`src/rtl/y86_pkg.sv`:
```
// Shared Y86-64 encodings: icodes, ALU functions, condition codes, status codes and E-stage types.
package y86_pkg;

   localparam logic [3:0] I_HALT   = 4'h0;
   localparam logic [3:0] I_NOP    = 4'h1;
   localparam logic [3:0] I_RRMOVQ = 4'h2;
   localparam logic [3:0] I_IRMOVQ = 4'h3;
   localparam logic [3:0] I_RMMOVQ = 4'h4;
   localparam logic [3:0] I_MRMOVQ = 4'h5;
   localparam logic [3:0] I_OPQ    = 4'h6;
   localparam logic [3:0] I_JXX    = 4'h7;
   localparam logic [3:0] I_CALL   = 4'h8;
   localparam logic [3:0] I_RET    = 4'h9;
   localparam logic [3:0] I_PUSHQ  = 4'hA;
   localparam logic [3:0] I_POPQ   = 4'hB;

   localparam logic [1:0] ALU_ADD = 2'b00;
   localparam logic [1:0] ALU_SUB = 2'b01;
   localparam logic [1:0] ALU_AND = 2'b10;
   localparam logic [1:0] ALU_XOR = 2'b11;

   localparam logic [3:0] C_YES = 4'h0;
   localparam logic [3:0] C_LE  = 4'h1;
   localparam logic [3:0] C_L   = 4'h2;
   localparam logic [3:0] C_E   = 4'h3;
   localparam logic [3:0] C_NE  = 4'h4;
   localparam logic [3:0] C_GE  = 4'h5;
   localparam logic [3:0] C_G   = 4'h6;

   localparam logic [2:0] S_AOK = 3'd1;
   localparam logic [2:0] S_HLT = 3'd2;
   localparam logic [2:0] S_ADR = 3'd3;
   localparam logic [2:0] S_INS = 3'd4;

   localparam logic [3:0] RNONE = 4'hF;

   typedef struct packed {
      logic zf;
      logic sf;
      logic of;
   } ccFlags_t;

   // Control half of the E register; the W-wide operands live beside it in the stage.
   typedef struct packed {
      logic [2:0] stat;
      logic [3:0] icode;
      logic [3:0] ifun;
      logic [3:0] dstE;
      logic [3:0] dstM;
      logic [3:0] srcA;
      logic [3:0] srcB;
   } eCtl_t;

   localparam ccFlags_t CC_RESET = '{zf: 1'b1, sf: 1'b0, of: 1'b0};

   localparam eCtl_t E_CTL_BUBBLE = '{stat: S_AOK, icode: I_NOP, ifun: 4'h0,
                                      dstE: RNONE, dstM: RNONE, srcA: RNONE, srcB: RNONE};

   function automatic logic isException(input logic [2:0] stat);
      return (stat == S_ADR) || (stat == S_INS) || (stat == S_HLT);
   endfunction

endpackage

```
`src/rtl/execute_stage_if.sv`:
```
// Decode-to-execute bundle: D-side inputs, downstream status, ALU flags and all E-stage outputs.
interface execute_stage_if #(parameter int W = 64);
   logic          E_stall;
   logic          E_bubble;
   logic [2:0]    d_stat;
   logic [3:0]    d_icode;
   logic [3:0]    d_ifun;
   logic [W-1:0]  d_valC;
   logic [W-1:0]  d_valA;
   logic [W-1:0]  d_valB;
   logic [3:0]    d_dstE;
   logic [3:0]    d_dstM;
   logic [3:0]    d_srcA;
   logic [3:0]    d_srcB;
   logic [2:0]    m_stat;
   logic [2:0]    W_stat;
   logic          alu_zf;
   logic          alu_sf;
   logic          alu_of;
   logic [1:0]    aluFun;
   logic [W-1:0]  aluA;
   logic [W-1:0]  aluB;
   logic          e_Cnd;
   logic [3:0]    e_dstE;
   logic [2:0]    E_stat;
   logic [3:0]    E_icode;
   logic [3:0]    E_ifun;
   logic [W-1:0]  E_valA;
   logic [3:0]    E_dstM;
   logic [3:0]    E_srcA;
   logic [3:0]    E_srcB;
   logic          cc_zf;
   logic          cc_sf;
   logic          cc_of;

   modport master (
      output E_stall, E_bubble, d_stat, d_icode, d_ifun, d_valC, d_valA, d_valB,
             d_dstE, d_dstM, d_srcA, d_srcB, m_stat, W_stat, alu_zf, alu_sf, alu_of,
      input  aluFun, aluA, aluB, e_Cnd, e_dstE, E_stat, E_icode, E_ifun, E_valA,
             E_dstM, E_srcA, E_srcB, cc_zf, cc_sf, cc_of
   );

   modport slave (
      input  E_stall, E_bubble, d_stat, d_icode, d_ifun, d_valC, d_valA, d_valB,
             d_dstE, d_dstM, d_srcA, d_srcB, m_stat, W_stat, alu_zf, alu_sf, alu_of,
      output aluFun, aluA, aluB, e_Cnd, e_dstE, E_stat, E_icode, E_ifun, E_valA,
             E_dstM, E_srcA, E_srcB, cc_zf, cc_sf, cc_of
   );
endinterface

```
`src/rtl/cond_eval.sv`:
```
// Pure combinational jXX/cmovXX condition: ifun plus condition codes to Cnd.
// Shared with the fetch predictor, so it carries no state and no clock.
module cond_eval
   import y86_pkg::*;
(
   input  logic [3:0] ifun,
   input  ccFlags_t   cc,
   output logic       cnd
);
   logic less;

   always_comb begin
      less = cc.sf ^ cc.of;
      cnd  = 1'b0;
      case (ifun)
         C_YES:   cnd = 1'b1;
         C_LE:    cnd = less | cc.zf;
         C_L:     cnd = less;
         C_E:     cnd = cc.zf;
         C_NE:    cnd = ~cc.zf;
         C_GE:    cnd = ~less;
         C_G:     cnd = ~less & ~cc.zf;
         default: cnd = 1'b0;
      endcase
   end
endmodule

```
`src/rtl/execute_stage.sv`:
```
// Y86-64 E stage: D->E pipeline register with stall/bubble, ALU operand select, CC register and Cnd.
// One cycle d_* to E_*; operands, e_Cnd and e_dstE are combinational from registered state.
module execute_stage
   import y86_pkg::*;
#(
   parameter int W          = 64,
   parameter int STACK_STEP = 8
)(
   input logic clk,
   input logic rst,
   execute_stage_if.slave eif
);
   localparam logic [W-1:0] STEP_W = W'(STACK_STEP);

   eCtl_t         eCtl;
   logic [W-1:0]  eValC;
   logic [W-1:0]  eValA;
   logic [W-1:0]  eValB;
   ccFlags_t      ccQ;
   logic          setCc;
   logic          cnd;

   // Stall beats bubble: a stalled slot must keep its instruction even if a bubble is also requested.
   always_ff @(posedge clk) begin
      if (rst) begin
         eCtl  <= E_CTL_BUBBLE;
         eValC <= '0;
         eValA <= '0;
         eValB <= '0;
      end else if (!eif.E_stall) begin
         if (eif.E_bubble) begin
            eCtl  <= E_CTL_BUBBLE;
            eValC <= '0;
            eValA <= '0;
            eValB <= '0;
         end else begin
            eCtl  <= '{stat: eif.d_stat, icode: eif.d_icode, ifun: eif.d_ifun,
                       dstE: eif.d_dstE, dstM: eif.d_dstM,
                       srcA: eif.d_srcA, srcB: eif.d_srcB};
            eValC <= eif.d_valC;
            eValA <= eif.d_valA;
            eValB <= eif.d_valB;
         end
      end
   end

   // A faulting instruction downstream must not see its younger OPQ's flags.
   assign setCc = (eCtl.icode == I_OPQ) && !isException(eif.m_stat) && !isException(eif.W_stat);

   always_ff @(posedge clk) begin
      if (rst) begin
         ccQ <= CC_RESET;
      end else if (setCc) begin
         ccQ <= '{zf: eif.alu_zf, sf: eif.alu_sf, of: eif.alu_of};
      end
   end

   always_comb begin
      eif.aluA = '0;
      case (eCtl.icode)
         I_RRMOVQ, I_OPQ:             eif.aluA = eValA;
         I_IRMOVQ, I_RMMOVQ, I_MRMOVQ: eif.aluA = eValC;
         I_CALL, I_PUSHQ:             eif.aluA = '0 - STEP_W;
         I_RET, I_POPQ:               eif.aluA = STEP_W;
         default:                     eif.aluA = '0;
      endcase
   end

   always_comb begin
      eif.aluB = '0;
      case (eCtl.icode)
         I_RMMOVQ, I_MRMOVQ, I_OPQ, I_CALL, I_RET, I_PUSHQ, I_POPQ: eif.aluB = eValB;
         default:                                                  eif.aluB = '0;
      endcase
   end

   assign eif.aluFun = (eCtl.icode == I_OPQ) ? eCtl.ifun[1:0] : ALU_ADD;

   cond_eval u_condEval (
      .ifun (eCtl.ifun),
      .cc   (ccQ),
      .cnd  (cnd)
   );

   assign eif.e_Cnd  = cnd;
   assign eif.e_dstE = ((eCtl.icode == I_RRMOVQ) && !cnd) ? RNONE : eCtl.dstE;

   assign eif.E_stat  = eCtl.stat;
   assign eif.E_icode = eCtl.icode;
   assign eif.E_ifun  = eCtl.ifun;
   assign eif.E_valA  = eValA;
   assign eif.E_dstM  = eCtl.dstM;
   assign eif.E_srcA  = eCtl.srcA;
   assign eif.E_srcB  = eCtl.srcB;
   assign eif.cc_zf   = ccQ.zf;
   assign eif.cc_sf   = ccQ.sf;
   assign eif.cc_of   = ccQ.of;
endmodule

```
`src/flat_wrapper.sv`:
```
// flat-port wrapper written by rule: the top's interface ports become plain ports
module execute_stage_flat import y86_pkg::*;
#(
   parameter int W          = 64,
   parameter int STACK_STEP = 8
)
  (clk, rst, eif_E_stall, eif_E_bubble, eif_d_stat, eif_d_icode, eif_d_ifun, eif_d_valC, eif_d_valA, eif_d_valB, eif_d_dstE, eif_d_dstM, eif_d_srcA, eif_d_srcB, eif_m_stat, eif_W_stat, eif_alu_zf, eif_alu_sf, eif_alu_of, eif_aluFun, eif_aluA, eif_aluB, eif_e_Cnd, eif_e_dstE, eif_E_stat, eif_E_icode, eif_E_ifun, eif_E_valA, eif_E_dstM, eif_E_srcA, eif_E_srcB, eif_cc_zf, eif_cc_sf, eif_cc_of);
  execute_stage_if #(.W(W)) eif_i ();
  input logic clk;
  input logic rst;
  input wire logic [$bits(eif_i.E_stall)-1:0] eif_E_stall;
  input wire logic [$bits(eif_i.E_bubble)-1:0] eif_E_bubble;
  input wire logic [$bits(eif_i.d_stat)-1:0] eif_d_stat;
  input wire logic [$bits(eif_i.d_icode)-1:0] eif_d_icode;
  input wire logic [$bits(eif_i.d_ifun)-1:0] eif_d_ifun;
  input wire logic [$bits(eif_i.d_valC)-1:0] eif_d_valC;
  input wire logic [$bits(eif_i.d_valA)-1:0] eif_d_valA;
  input wire logic [$bits(eif_i.d_valB)-1:0] eif_d_valB;
  input wire logic [$bits(eif_i.d_dstE)-1:0] eif_d_dstE;
  input wire logic [$bits(eif_i.d_dstM)-1:0] eif_d_dstM;
  input wire logic [$bits(eif_i.d_srcA)-1:0] eif_d_srcA;
  input wire logic [$bits(eif_i.d_srcB)-1:0] eif_d_srcB;
  input wire logic [$bits(eif_i.m_stat)-1:0] eif_m_stat;
  input wire logic [$bits(eif_i.W_stat)-1:0] eif_W_stat;
  input wire logic [$bits(eif_i.alu_zf)-1:0] eif_alu_zf;
  input wire logic [$bits(eif_i.alu_sf)-1:0] eif_alu_sf;
  input wire logic [$bits(eif_i.alu_of)-1:0] eif_alu_of;
  output wire logic [$bits(eif_i.aluFun)-1:0] eif_aluFun;
  output wire logic [$bits(eif_i.aluA)-1:0] eif_aluA;
  output wire logic [$bits(eif_i.aluB)-1:0] eif_aluB;
  output wire logic [$bits(eif_i.e_Cnd)-1:0] eif_e_Cnd;
  output wire logic [$bits(eif_i.e_dstE)-1:0] eif_e_dstE;
  output wire logic [$bits(eif_i.E_stat)-1:0] eif_E_stat;
  output wire logic [$bits(eif_i.E_icode)-1:0] eif_E_icode;
  output wire logic [$bits(eif_i.E_ifun)-1:0] eif_E_ifun;
  output wire logic [$bits(eif_i.E_valA)-1:0] eif_E_valA;
  output wire logic [$bits(eif_i.E_dstM)-1:0] eif_E_dstM;
  output wire logic [$bits(eif_i.E_srcA)-1:0] eif_E_srcA;
  output wire logic [$bits(eif_i.E_srcB)-1:0] eif_E_srcB;
  output wire logic [$bits(eif_i.cc_zf)-1:0] eif_cc_zf;
  output wire logic [$bits(eif_i.cc_sf)-1:0] eif_cc_sf;
  output wire logic [$bits(eif_i.cc_of)-1:0] eif_cc_of;
  assign eif_i.E_stall = eif_E_stall;
  assign eif_i.E_bubble = eif_E_bubble;
  assign eif_i.d_stat = eif_d_stat;
  assign eif_i.d_icode = eif_d_icode;
  assign eif_i.d_ifun = eif_d_ifun;
  assign eif_i.d_valC = eif_d_valC;
  assign eif_i.d_valA = eif_d_valA;
  assign eif_i.d_valB = eif_d_valB;
  assign eif_i.d_dstE = eif_d_dstE;
  assign eif_i.d_dstM = eif_d_dstM;
  assign eif_i.d_srcA = eif_d_srcA;
  assign eif_i.d_srcB = eif_d_srcB;
  assign eif_i.m_stat = eif_m_stat;
  assign eif_i.W_stat = eif_W_stat;
  assign eif_i.alu_zf = eif_alu_zf;
  assign eif_i.alu_sf = eif_alu_sf;
  assign eif_i.alu_of = eif_alu_of;
  assign eif_aluFun = eif_i.aluFun;
  assign eif_aluA = eif_i.aluA;
  assign eif_aluB = eif_i.aluB;
  assign eif_e_Cnd = eif_i.e_Cnd;
  assign eif_e_dstE = eif_i.e_dstE;
  assign eif_E_stat = eif_i.E_stat;
  assign eif_E_icode = eif_i.E_icode;
  assign eif_E_ifun = eif_i.E_ifun;
  assign eif_E_valA = eif_i.E_valA;
  assign eif_E_dstM = eif_i.E_dstM;
  assign eif_E_srcA = eif_i.E_srcA;
  assign eif_E_srcB = eif_i.E_srcB;
  assign eif_cc_zf = eif_i.cc_zf;
  assign eif_cc_sf = eif_i.cc_sf;
  assign eif_cc_of = eif_i.cc_of;
  execute_stage #(.W(W), .STACK_STEP(STACK_STEP)) u_core (.clk(clk), .rst(rst), .eif(eif_i));
endmodule
```
`config.mk`:
```
export PLATFORM = sky130hd
export DESIGN_NAME = execute_stage_flat
export DESIGN_NICKNAME = d
export VERILOG_FILES = /design/src/rtl/y86_pkg.sv /design/src/rtl/execute_stage_if.sv /design/src/rtl/cond_eval.sv /design/src/rtl/execute_stage.sv /design/src/flat_wrapper.sv
export SDC_FILE = /design/constraint.sdc
export NUM_CORES = 1
export LEC_CHECK = 0
export CORE_AREA = 2 2 176 178
export DETAILED_ROUTE_END_ITERATION = 6
export DIE_AREA = 0 0 178 180
export MAX_ROUTING_LAYER = met4
export SYNTH_ARGS = -nofsm -noshare
export SYNTH_HDL_FRONTEND = slang
export SYNTH_SLANG_ARGS = --single-unit
```
`constraint.sdc`:
```
create_clock -name clk -period 2.1 [get_ports clk]
set_input_delay 0.315 -clock clk [delete_from_list [all_inputs] [get_ports clk]]
set_output_delay 0.315 -clock clk [all_outputs]
set_load 0.05 [all_outputs]
```
# Word-level counts from Yosys, hierarchy flattened
# Index checks and enable logic that the tools add are counted.
[totals]
ff_bits = 222
inputBits = 232
out_inout_bits = 225
elab_cells = 64
[op_classes]
eq_ne = 21
n_mux = 9
bitwise_logic = 5
n_reduce_logical = 16
[ops]
columns = ["cell", "n"]
rows = [
  ["two-way mux 64 bit", 4],
  ["one-hot mux 64 bit (4 select lines)", 1],
  ["two-way mux 27 bit", 1],
  ["equality test 4 x 3 -> 1 bit, second input constant", 6],
  ["equality test 4 x 2 -> 1 bit, second input constant", 4],
  ["equality test 4 bit, second input constant", 4],
  ["equality test 3 x 2 -> 1 bit, second input constant", 4],
  ["one-hot mux 1 bit (7 select lines)", 1],
  ["OR reduction 7 bit", 1],
  ["equality test 3 bit, second input constant", 2],
  ["OR reduction 2 bit", 3],
  ["equality test 4 x 1 -> 1 bit, second input constant", 1],
  ["logical NOT 4 bit", 1],
  ["logical OR 1 bit", 4],
  ["two-way mux 4 bit", 1],
  ["logical AND 1 bit", 3],
  ["logical NOT 1 bit", 3],
  ["OR reduction 3 bit", 1],
  ["two-way mux 2 bit", 1],
  ["NOT 1 bit", 2],
  ["AND 1 bit", 1],
  ["bitwise OR 1 bit", 1],
  ["bitwise XOR 1 bit", 1],
]

# Logic depth before layout (Yosys ltp)
# Gate-level depths: netlist (run 1).
[depth]
depth_word = 7
depth_mapped = 6
mapped_depth_nobuf = 4

# By module
# A second synthesis (run 1) with hierarchy kept.
[hier_totals]
cells_unflattened = 962
hier_area_um2 = 8972.4
[modules_own_cells]
columns = ["module", "instances", "cells_per_inst", "area_per_inst_um2", "seq_area_each_um2"]
rows = [
  ["execute_stage", 1, 952, 8891.0, 4444.3],
  ["cond_eval", 1, 10, 81.3, 0.0],
]

# Least setup slack after synthesis (run 1)
# No wires, ideal clock.
[synth_timing]
path_kind = "flip-flop to output port"
from = "register u_core.ccQ (netlist bit u_core.eif.cc_sf)"
to = "output eif_e_dstE[0]"
arrival_ns = 2.574
required_time_ns = 1.785
setup_slack_ns = -0.789
stages_incl_launch_ff = 5
n_path_buf = 0
cell_sequence = "dfxtp_1 -> xor2_1 -> a211o_1 -> a211oi_2 -> o21bai_1"
[synth_via]
elab_chain_cells = 7
word_cells_on_any_way = 8
cone_classes = "2 x mux; 4 x bitwise; 2 x reduce/logical"
[synth_lines]
columns = ["element", "line", "rtl"]
rows = [
  ["start, declared", "execute_stage.sv:19", "ccFlags_t ccQ;"],
  ["start signal, assigned", "execute_stage.sv:54", "ccQ <= '{zf: eif.alu_zf, sf: eif.alu_sf, of: eif.alu_of};"],
  ["bitwise XOR 1 bit *", "cond_eval.sv:13", "less = cc.sf ^ cc.of;"],
  ["NOT 1 bit", "cond_eval.sv:21, cond_eval.sv:22", ""],
  ["AND 1 bit", "cond_eval.sv:22", "C_G: cnd = ~less & ~cc.zf;"],
  ["one-hot mux 1 bit (7 select lines) *", "cond_eval.sv:15", "case (ifun)"],
  ["named net eif_e_Cnd", "flat_wrapper.sv:31", "output wire logic [$bits(eif_i.e_Cnd)-1:0] eif_e_Cnd;"],
  ["logical NOT 1 bit *", "execute_stage.sv:86", "assign eif.e_dstE = ((eCtl.icode == I_RRMOVQ) && !cnd) ? RNONE : eCtl.dstE;"],
  ["logical AND 1 bit *", "execute_stage.sv:86", ""],
  ["two-way mux 4 bit *", "execute_stage.sv:86", ""],
  ["end, declared", "flat_wrapper.sv:32", "output wire logic [$bits(eif_i.e_dstE)-1:0] eif_e_dstE;"],
]
# Mark *: on every way through the listed nets, which the timed path passes. The rest lies on a longest branch.

# Worst setup path after layout (run 1)
[layout_timing]
from = "register u_core.eCtl (netlist bit u_core.eif.E_icode[0])"
to = "output eif_aluA[18]"
[layout_via]
elab_chain_cells = 3
word_cells_on_any_way = 14
cone_classes = "9 x eq/ne; 1 x mux; 4 x reduce/logical"
[layout_lines]
columns = ["element", "line", "rtl"]
rows = [
  ["start, declared", "execute_stage.sv:15", "eCtl_t eCtl;"],
  ["start signal, assigned", "execute_stage.sv:37", "eCtl <= '{stat: eif.d_stat, icode: eif.d_icode, ifun: eif.d_ifun,"],
  ["equality test 4 x 2 -> 1 bit (tied with other cells)", "execute_stage.sv:60", "case (eCtl.icode)"],
  ["OR reduction 3 bit or OR reduction 2 bit (tied branches)", "execute_stage.sv:60", ""],
  ["one-hot mux 64 bit (4 select lines) *", "execute_stage.sv:60", ""],
  ["end, declared", "flat_wrapper.sv:29", "output wire logic [$bits(eif_i.aluA)-1:0] eif_aluA;"],
]
# Mark *: on every way between the ends. The rest lies on a longest branch, timed or not.

==> flow_summary.toml, run 1 <==
[global_routing]
grt_pass1_wl_mm = 57.3
antenna_found_initial = 3
grt_use_total_pct = 23.9
first_global_vias = 9390
grt_max_degree = 110
grt_overflow = 0

[worst_hold_path]
min_path_type = "in2reg"
min_path_cells = 2
hold_end = "u_core.eValB[24]"
min_from = "rst"

[worst_setup_path]
reg2reg_depth = 7
rr_startpoint = "u_core.eif.E_icode[0]"
critPathArrivalTime_ns = 2.09
endpoint_kind = "output port"
cp.required_ns = 1.78
worstSetupPathType = "reg2out"
cp_max_fo = 8
rrSetupSlack_ns = 0.41
worstReg2RegEnd = "u_core.eif.cc_of"
worst_setup_path_start_kind = "flop"

[clocking]
worst_setup_hold_path_clk_slew_ns = 0.06
cts_root_buffer = "clkbuf_16"
clock_latency_ns = 0.53
numCtsBuffers = 26
cts_max_level = 1
cts_tree = "done"
hold_buffers = 0
clock_path_buffers = 3
clock_sinks = 222

[drt]
wl_mm = 40.1
vias = 9391
viasPerCell = 5.19
first_pass_iters = 5
drcViolationCount = 0
drt_iter0_drc = 780
wl_per_cell_um = 22.2
ant_nets = 0

[timing]
setup_tns_ns = -31.73
hold_viol_final = 0
final_max_slew_viol_count = 0
finalSetupViolCount = 134
period_share_pct = 115
worst_pin_slew_ns = 0.664
timing.slew.headroom_pct = 55.7
period_minus_slack_ns = 2.41
clock_skew_ns = 0.00298
setup_slack_ns = -0.309
rsz0062_at_grt = "true"
fmax_ghz = 0.415

[synthesis]
synthTopCellsByCount = "dfxtp_1 (222), nor2_1 (209), a22oi_1 (200), and2_1 (64), a221o_1 (60)"
syn-num-nets = 1193
synth_edf_count = 0
syn_area_per_cell_sq_um = 9.31
synth_largest_area_cell = "dfxtp_1"
synth_area_leaders = "dfxtp_1 (50%), a22oi_1 (17%), nor2_1 (8.8%)"
synth.most_common_cell = "dfxtp_1"
synth_top_area_share_pct = 49.7
ys_seq_area_share_pct = 49.7
synthFlopType = "dfxtp_1"
synthArstFlopShare_pct = 0
yosys_register_bits = 222
synth_area_sq_um = 8950
syn_inst = 961
yosysWarnings = 0
ys_types = 32

[status]
failed_checks = "setup timing"
status = "finished, violations left"

[floorplan]
die_x_um = 178
fp.dieH_um = 180
coreArea_sq_um = 30200
fp.dieArea_sq_um = 32000
start_util_pct = 29.6
rows = 64
ios = 457

[power_and_ir_drop]
power_density_nw_per_um2 = 673
vdd.ir_drop.worst_uv = 526
p_sw_share_pct = 25.9
comb_power_share_pct = 17.2
p_int_uw = 8510
p_seq_share_pct = 39.2
power.leakage_uw = 0.00682
p_sw_uw = 2970
power_frac_clock_pct = 43.5

[layout]
layout-drive-gt1-share_pct = 24.9
fillers = 2582
area_growth_pct = 90.5
final_util_pct = 56.5
nets = 1623

[placed_design]
gp_congestion = 0.858
dp_hpwl_mm = 25.9
port_buffers = 456

[job]
cap_violations = 0
power by group through the flow:
stage | registers (uW) | logic (uW) | clock network [uW]
after floorplan | 4700 | 730 | 0
after detailed placement | 4590 | 1780 | 0
after global placement | 4590 | 1760 | 0
after CTS | 4500 | 1960 | 5120
final | 4500 | 1980 | 5000
after global routing | 4510 | 2080 | 5290
through the flow:
stage	power [uW]	hold WS (ns)	setup WS (ns)	std cells	area, sq um
after global placement	6350	0.464	0.148	1724	15200
after global routing	11900	0.164	-0.390	1810	17000
after CTS	11600	0.147	-0.386	1797	16800
after detailed placement	6360	0.470	0.0761	1724	15200
final	11500	0.160	-0.309	1810	17000
after floorplan	5430	0.452	-0.131	961	9010
layout by cell type, fill, tap and decap left out, drive strengths merged, types with 4 or more instances in the layout:
| cell | n |
|---|---|
| buf | 206 |
| clkinv | 4 |
| clkbuf | 40 |
| o22ai | 20 |
| a221o | 60 |
| clkdlybuf4s50 | 283 |
| and2 | 64 |
| inv | 6 |
| bufinv | 5 |
| nand2b | 25 |
| nand2 | 4 |
| clkinvlp | 4 |
| a22oi | 200 |
| dfxtp | 222 |
| nor2 | 210 |
| dlymetal6s2s | 12 |
| o21bai | 5 |
| a22o | 4 |
| dlygate4sd2 | 19 |
| mux2i | 4 |
cell families (layout without fill, tap and decap cells):
group | after synthesis | count (layout) | synth area share (%)
buffers and inverters | 129 | 579 | 7.30
AOI/OAI and AO/OA | 296 | 296 | 26.3
xor gates and xnor gates | 1 | 1 | 0.0979
DFF | 222 | 222 | 49.7
muxes | 5 | 5 | 0.615
other | 0 | 3 | 0
and+or+nand+nor | 308 | 308 | 16.0
worst max-delay path, stage by stage (launching register included):
cell and delay (ns):
dfxtp_4 0.38, nand2_2 0.05, mux2_4 0.30, nor2_8 0.13, buf_12 0.16, clkbuf_16 0.19
a221o_1 0.20, buf_12 0.15
final cells by class:
| cell class | count | area (sq um) | share of cell area, % |
|---|---|---|---|
| clock buffers | 35 | 757 | 4.44 |
| flip-flops and latches | 222 | 4470 | 26.2 |
| well taps | 396 | 495 | 2.91 |
| diodes | 3 | 7.51 | 0.0440 |
| clock inverters | 13 | 200 | 1.17 |
| multi-input cells | 610 | 4180 | 24.5 |
| repair buffers | 525 | 6920 | 40.6 |
| inverters | 6 | 22.5 | 0.132 |
worst max-delay path by stage:
| stage | startpoint | end | cells past startpoint |
|---|---|---|---|
| after floorplan | u_core.eif.cc_sf | eif_e_dstE[0] | 4 |
| after global placement | u_core.eif.E_icode[1] | eif_aluA[60] | 6 |
| after detailed placement | u_core.eif.E_icode[1] | eif_aluA[37] | 6 |
| after CTS | u_core.eif.E_icode[0] | eif_aluA[63] | 6 |
| after global routing | u_core.eif.E_icode[0] | eif_aluA[14] | 7 |
| final | u_core.eif.E_icode[0] | eif_aluA[18] | 7 |
metal layers:
metal	global-route usage [%]	wire, um	part of all wire [%]
met5	-	0	0
met4	10.1	1810	4.5
met3	4.55	2810	7.0
met2	39.1	19500	49
met1	28.6	16000	40
state kept, by name (all words and copies together), names as in the netlist:
signal and cells:
u_core.eif.E_valA 64, u_core.eif.E_ifun 4, u_core.eif.E_srcB 4, u_core.eif.E_stat 3, u_core.eif.E_dstM 4, u_core.eif.cc_of 1, u_core.eif.cc_sf 1, u_core.eCtl 4
u_core.eif.cc_zf 1, u_core.eValB 64, u_core.eif.E_icode 4, u_core.eif.E_srcA 4, u_core.eValC 64
what timing repair did:
item | CTS | global route
endpoints found under the hold margin | 0 | 0
pin swaps | 52 | 72
gates cloned | 10 | 8
setup endpoints to repair | 153 | 146
setup buffers | 15 | 8
gates resized for setup | 118 | 33
Note: power is estimated with default switching activity, not from simulation.
==> inputs of run 2 (changes only) <==
--- a/config.mk
+++ b/config.mk
@@ -9,6 +9,7 @@
 export DETAILED_ROUTE_END_ITERATION = 6
 export DIE_AREA = 0 0 178 180
 export MAX_ROUTING_LAYER = met4
+export PLACE_DENSITY = 0.65
 export SYNTH_ARGS = -nofsm -noshare
 export SYNTH_HDL_FRONTEND = slang
 export SYNTH_SLANG_ARGS = --single-unit
==> constraint.sdc (replaced) <==
create_clock -name clk -period 1.98 [get_ports clk]
set_input_delay 0.297 -clock clk [delete_from_list [all_inputs] [get_ports clk]]
set_output_delay 0.297 -clock clk [all_outputs]
set_load 0.05 [all_outputs]
==> run 2 against run 1 <==
Compared with the run above:
- the flow still finishes with violations (setup timing)
- wire length decreased by 4.2%
- sequential power rose by 5.8%
- die area unchanged
- utilization is 0.51 points lower
- clock-buffer cell count up 4
- final area shrank 0.91%
- combinational power grew 5%
- worst hold slack got worse by 0.035 ns
- non-clock buffer count down 7
- clock skew rose by 0.0014 ns
- setup slack worse by 0.085 ns
- global-route usage is 0.63 points lower
- critical endpoint is now eif_aluA[26]
- largest power group unchanged
==> flow_summary.toml, run 2 (same netlist as run 1, synthesis figures left out) <==
[status]
status = "finished, violations left"
failed_checks = "setup timing"

[drt]
drcViolationCount = 0
viasPerCell = 5.18
wl_mm = 38.4
top_layer = "met4"
vias = 9318
ant_nets = 0
wl_per_cell_um = 21.4
wl_met1_mm = 15.6
drt_iter0_drc = 624
first_pass_iters = 6
wl_met3_mm = 2.83
wl_met2_mm = 18.7

[worst_setup_path]
worst_setup_path_start_kind = "flop"
cp_max_fo = 6
worstSetupPathType = "reg2out"
cpMaxStageDelayCell = "dfxtp_4"
critPathArrivalTime_ns = 2.08
slowest_delay_ns = 0.38
path_common_cell = "buf_12"
cp.required_ns = 1.68
endpoint_kind = "output port"
rrSetupSlack_ns = 0.16
crit_chain = "nand2_4 -> mux2_4 -> nor2_8 -> buf_12 -> buf_12 -> a221o_1 -> buf_12"

[power_and_ir_drop]
p_int_uw = 8660
power.leakage_uw = 0.00677
comb_power_share_pct = 17.6
vdd.ir_drop.worst_uv = 663
p_sw_share_pct = 26.4
power_density_nw_per_um2 = 696
power_frac_clock_pct = 41.9
p_seq_share_pct = 40.5
p_sw_uw = 3100

[worst_hold_path]
min_path_type = "in2reg"

[placed_design]
dp_hpwl_mm = 25.6
gp_congestion = 0.856
place_area_sq_um = 15300
port_buffers = 456
dp.cells = 1722

[clocking]
numCtsBuffers = 26
clock_latency_ns = 0.52
cts_max_level = 1
cts_tree = "done"
worst_setup_hold_path_clk_slew_ns = 0.06
clock_sinks = 222
cts_root_buffer = "clkbuf_16"
clock_path_buffers = 3

[timing]
fmax_ghz = 0.421
clock_skew_ns = 0.00443
period_minus_slack_ns = 2.37
rsz0062_at_grt = "true"
worst_pin_slew_ns = 0.619
setup_slack_ns = -0.394
final_max_slew_viol_count = 0
period_share_pct = 120
timing.slew.headroom_pct = 58.8
hold_viol_final = 0
finalSetupViolCount = 135

[global_routing]
grt_pass1_wl_mm = 56.3
antenna_found_initial = 0
grt_max_degree = 107
grt_overflow = 0
first_global_vias = 9251
grt_use_total_pct = 23.3

[layout]
diodes = 0
layout_commonest_cell = "clkdlybuf4s50_1"
layout_common_cells = "clkdlybuf4s50_1 (229), dfxtp_1 (214), nor2_1 (206), a22oi_1 (200), buf_12 (158)"
stdcell_area_sq_um = 16900
layout-drive-gt1-share_pct = 24.3
area_growth_pct = 88.8
final_cells = 1798
final_util_pct = 56.0
nets = 1616

[floorplan]
ios = 457
rows = 64
coreArea_sq_um = 30200
die_x_um = 178
fp.dieH_um = 180
fp.dieArea_sq_um = 32000
start_util_pct = 29.6

[job]
cap_violations = 0
## run 2: cell types whose count changed in the layout (fill, tap and decap cells not counted), sizes merged
cell,delta
dlygate4sd2,+54
diode,-3
buf,-2
clkinv,-1
dlymetal6s2s,-6
clkbuf,+5
bufinv,-2
clkdlybuf4s50,-54
clkinvlp,-3
## run 2: timing repair
item                                    in CTS  in global routing
hold buffers                                 0                  0
endpoints found under the setup margin     208                141
resized for setup                          133                 58
setup buffers                               13                  5
pin swaps                                   47                 51
gates cloned                                 9                  7
## run 2: per-layer routing
layer | vias up | GRT usage [%]
met1 | 4550 | 28.5
li1 | 4313 | -
met3 | 69 | 4.34
met4 | 0 | 7.51
met2 | 386 | 38.5
met5 | - | -
## run 2: power groups by stage
stage	registers, uW	clock network, uW	logic [uW]
finish	4760	4930	2070
floorplan	4980	0	775
detailed placement	4860	0	1910
global placement	4850	0	1890
CTS	4760	5040	2020
global route	4780	5210	2190
## run 2: final cells by class
| cell class | count | area, sq um |
|---|---|---|
| Tap cell | 396 | 495 |
| Multi-Input combinational cell | 610 | 4170 |
| Timing Repair Buffer | 518 | 6870 |
| Sequential cell | 222 | 4470 |
| Clock inverter | 7 | 116 |
| Clock buffer | 39 | 751 |
| Fill cell | 2598 | 13300 |
| Inverter | 6 | 22.5 |
## run 2: critical path: cells and delay by family, from the launching register on
family	cells	cell delay, ns
AO/OA/AOI/OAI	1	0.22
buffers and inverters	3	0.44
flip-flops	1	0.38
multiplexers	1	0.29
AND/OR/NAND/NOR	2	0.20
## run 2: path summary, 6_finish.rpt
path / from / endpoint / depth (start not counted)
worst max register to register: u_core.eif.E_icode[0] / u_core.eif.cc_zf / 8
worst max-delay path: u_core.eif.E_icode[0] / eif_aluA[26] / 7
worst min register to register: u_core.eif.E_dstM[1] / u_core.eif.E_dstM[1] / 2
worst min-delay path: eif_E_stall / u_core.eValB[37] / 3
## run 2: stage by stage
| step | setup WS [ns] | power [uW] | TNS, ns | hold slack (ns) |
|---|---|---|---|---|
| floorplan | -0.233 | 5760 | -0.931 | 0.437 |
| global placement | -0.0195 | 6750 | -0.0271 | 0.466 |
| detailed placement | -0.00944 | 6770 | -0.00944 | 0.474 |
| CTS | -0.467 | 11800 | -50.65 | 0.101 |
| global route | -0.473 | 12200 | -54.47 | 0.133 |
| finish | -0.394 | 11800 | -43.68 | 0.125 |
==> inputs of run 3 (changes only) <==
--- a/config.mk
+++ b/config.mk
@@ -5,11 +5,11 @@
 export SDC_FILE = /design/constraint.sdc
 export NUM_CORES = 1
 export LEC_CHECK = 0
-export CORE_AREA = 2 2 176 178
+export CORE_ASPECT_RATIO = 0.5
+export CORE_UTILIZATION = 36
 export DETAILED_ROUTE_END_ITERATION = 6
-export DIE_AREA = 0 0 178 180
 export MAX_ROUTING_LAYER = met4
-export PLACE_DENSITY = 0.65
+export PLACE_DENSITY = 0.77
 export SYNTH_ARGS = -nofsm -noshare
 export SYNTH_HDL_FRONTEND = slang
 export SYNTH_SLANG_ARGS = --single-unit
==> run 3 against run 2 <==
Compared with the run above:
- the run still ends with setup timing left
- sequential power barely moved
- worst hold slack gained 0.077 ns
- clock-buffer cell count down 6
- non-clock buffer count shrank 20
- sequential cell count unchanged
- die area shrank 20%
- total power is 4.6% lower
- critical endpoint is now eif_aluA[18]
- combinational power is 5% lower
==> flow_summary.toml, run 3 (same netlist as run 1, synthesis figures left out) <==
[layout]
layout-drive-gt1-share_pct = 22.9
area_growth_pct = 82.5
layout_commonest_cell = "clkdlybuf4s50_1"
final_util_pct = 67.6
layout_common_cells = "clkdlybuf4s50_1 (234), dfxtp_1 (214), nor2_1 (205), a22oi_1 (200), buf_12 (154)"
nets = 1592

[worst_setup_path]
endpoint_kind = "output port"
crit_chain = "nand2_2 -> mux2_4 -> nor2_8 -> buf_12 -> a221o_1 -> buf_12"
worst_setup_path_start_kind = "flop"
critPathArrivalTime_ns = 2.03
crit_buf_inv = 2
cp.required_ns = 1.68
worstSetupPathType = "reg2out"
rr_startpoint = "u_core.eif.E_icode[1]"
cpMaxStageDelayCell = "dfxtp_4"
path_common_cell = "buf_12"
cp_max_fo = 37
crit_family = "flip-flops"
slowest_delay_ns = 0.40
cp-startpoint = "u_core.eif.E_icode[0]"

[drt]
viasPerCell = 5.47
wl_per_cell_um = 21.4
first_pass_iters = 5
drcViolationCount = 0
vias = 9370
ant_nets = 0
drt_iter0_drc = 876
wl_mm = 36.6

[floorplan]
ios = 457
fp.dieH_um = 113
coreArea_sq_um = 24200
start_util_pct = 37.0
rows = 40
fp.dieArea_sq_um = 25500
die_x_um = 225

[global_routing]
grt_max_degree = 104
grt_use_total_pct = 28.3
grt_overflow = 0
grt_pass1_wl_mm = 54.4
antenna_found_initial = 1
first_global_vias = 9310

[clocking]
worst_setup_hold_path_clk_slew_ns = 0.07
cts_root_buffer = "clkbuf_16"
cts_max_level = 1
clock_path_buffers = 3
cts_tree = "done"
clock_latency_ns = 0.51
clock_sinks = 222
numCtsBuffers = 22
hold_buffers = 0

[power_and_ir_drop]
power_frac_clock_pct = 39.9
power.leakage_uw = 0.00659
p_total_uw = 11200
vdd.ir_drop.worst_uv = 526
p_seq_share_pct = 42.5
p_int_uw = 8280
power_density_nw_per_um2 = 687
p_sw_share_pct = 26.2
p_sw_uw = 2940
comb_power_share_pct = 17.6

[timing]
rsz0062_at_grt = "true"
timing.slew.headroom_pct = 55.8
period_share_pct = 117
clock_skew_ns = 0.0128
final_max_slew_viol_count = 0
fmax_ghz = 0.430
setup_slack_ns = -0.345
period_minus_slack_ns = 2.32
hold_viol_final = 0
finalSetupViolCount = 135
hold_slack_ns = 0.202
worst_pin_slew_ns = 0.664

[job]
cap_violations = 0

[worst_hold_path]
min_path_type = "in2reg"
min_from = "rst"

[placed_design]
dp_hpwl_mm = 25.9
port_buffers = 456
gp_congestion = 0.984

[status]
status = "finished, violations left"
failed_checks = "setup timing"
run 3: timing repair:
action | CTS | global route
pin swaps | 4 | 3
buffers inserted | 7 | 2
resized for setup | 153 | 18
gates cloned | 5 | 0
endpoints found under the setup margin | 206 | 141
run 3: path summary, 6_finish.rpt:
path,end,slack [ns],depth (start not counted)
max,eif_aluA[18],-0.34,6
min,u_core.eValB[43],0.20,2
max reg2reg,u_core.eif.cc_sf,0.39,5
min reg2reg,u_core.eif.E_srcB[2],0.49,2
run 3: worst register-to-register path, stage by stage (launching register included):
cell	delay, ns
dfxtp_4	0.39
nor3b_4	0.29
buf_4	0.18
nand2_4	0.09
nor3_4	0.36
mux2i_1	0.22
run 3: final cells by class:
type | count | area (sq um)
flip-flops and latches | 222 | 4460
clock inverters | 6 | 115
well taps | 336 | 420
diodes | 1 | 2.50
multi-input cells | 610 | 4150
fillers | 1817 | 7840
clock buffers | 33 | 653
repair buffers | 498 | 6500
inverters | 6 | 22.5
run 3: per-stage QoR:
| stage | cells | worst slack, ns | setup TNS [ns] | cell area [sq um] |
|---|---|---|---|---|
| finish | 1712 | -0.345 | -36.34 | 16300 |
| global route | 1712 | -0.404 | -44.07 | 16300 |
| CTS | 1709 | -0.356 | -36.45 | 16300 |
| detailed placement | 1658 | 0.0414 | 0 | 15200 |
| global placement | 1658 | 0.0854 | 0 | 15200 |
| floorplan | 961 | -0.233 | -0.931 | 9010 |
run 3: per-layer routing:
layer	share of wire [%]	wire length [um]	up-vias	track usage (%)
met1	40	14800	4606	33.9
met5	0	0	-	-
met2	50	18400	401	47.9
met4	4.0	1470	0	11.2
li1	-	-	4256	-
met3	5.2	1900	107	4.43
run 3: power groups by stage:
stage / logic, uW / clock network [uW] / registers, uW
after floorplan: 775 / 0 / 4980
after CTS: 1960 / 4570 / 4760
after global placement: 1850 / 0 / 4860
after global routing: 2070 / 4770 / 4780
final: 1970 / 4480 / 4770
after detailed placement: 1890 / 0 / 4860
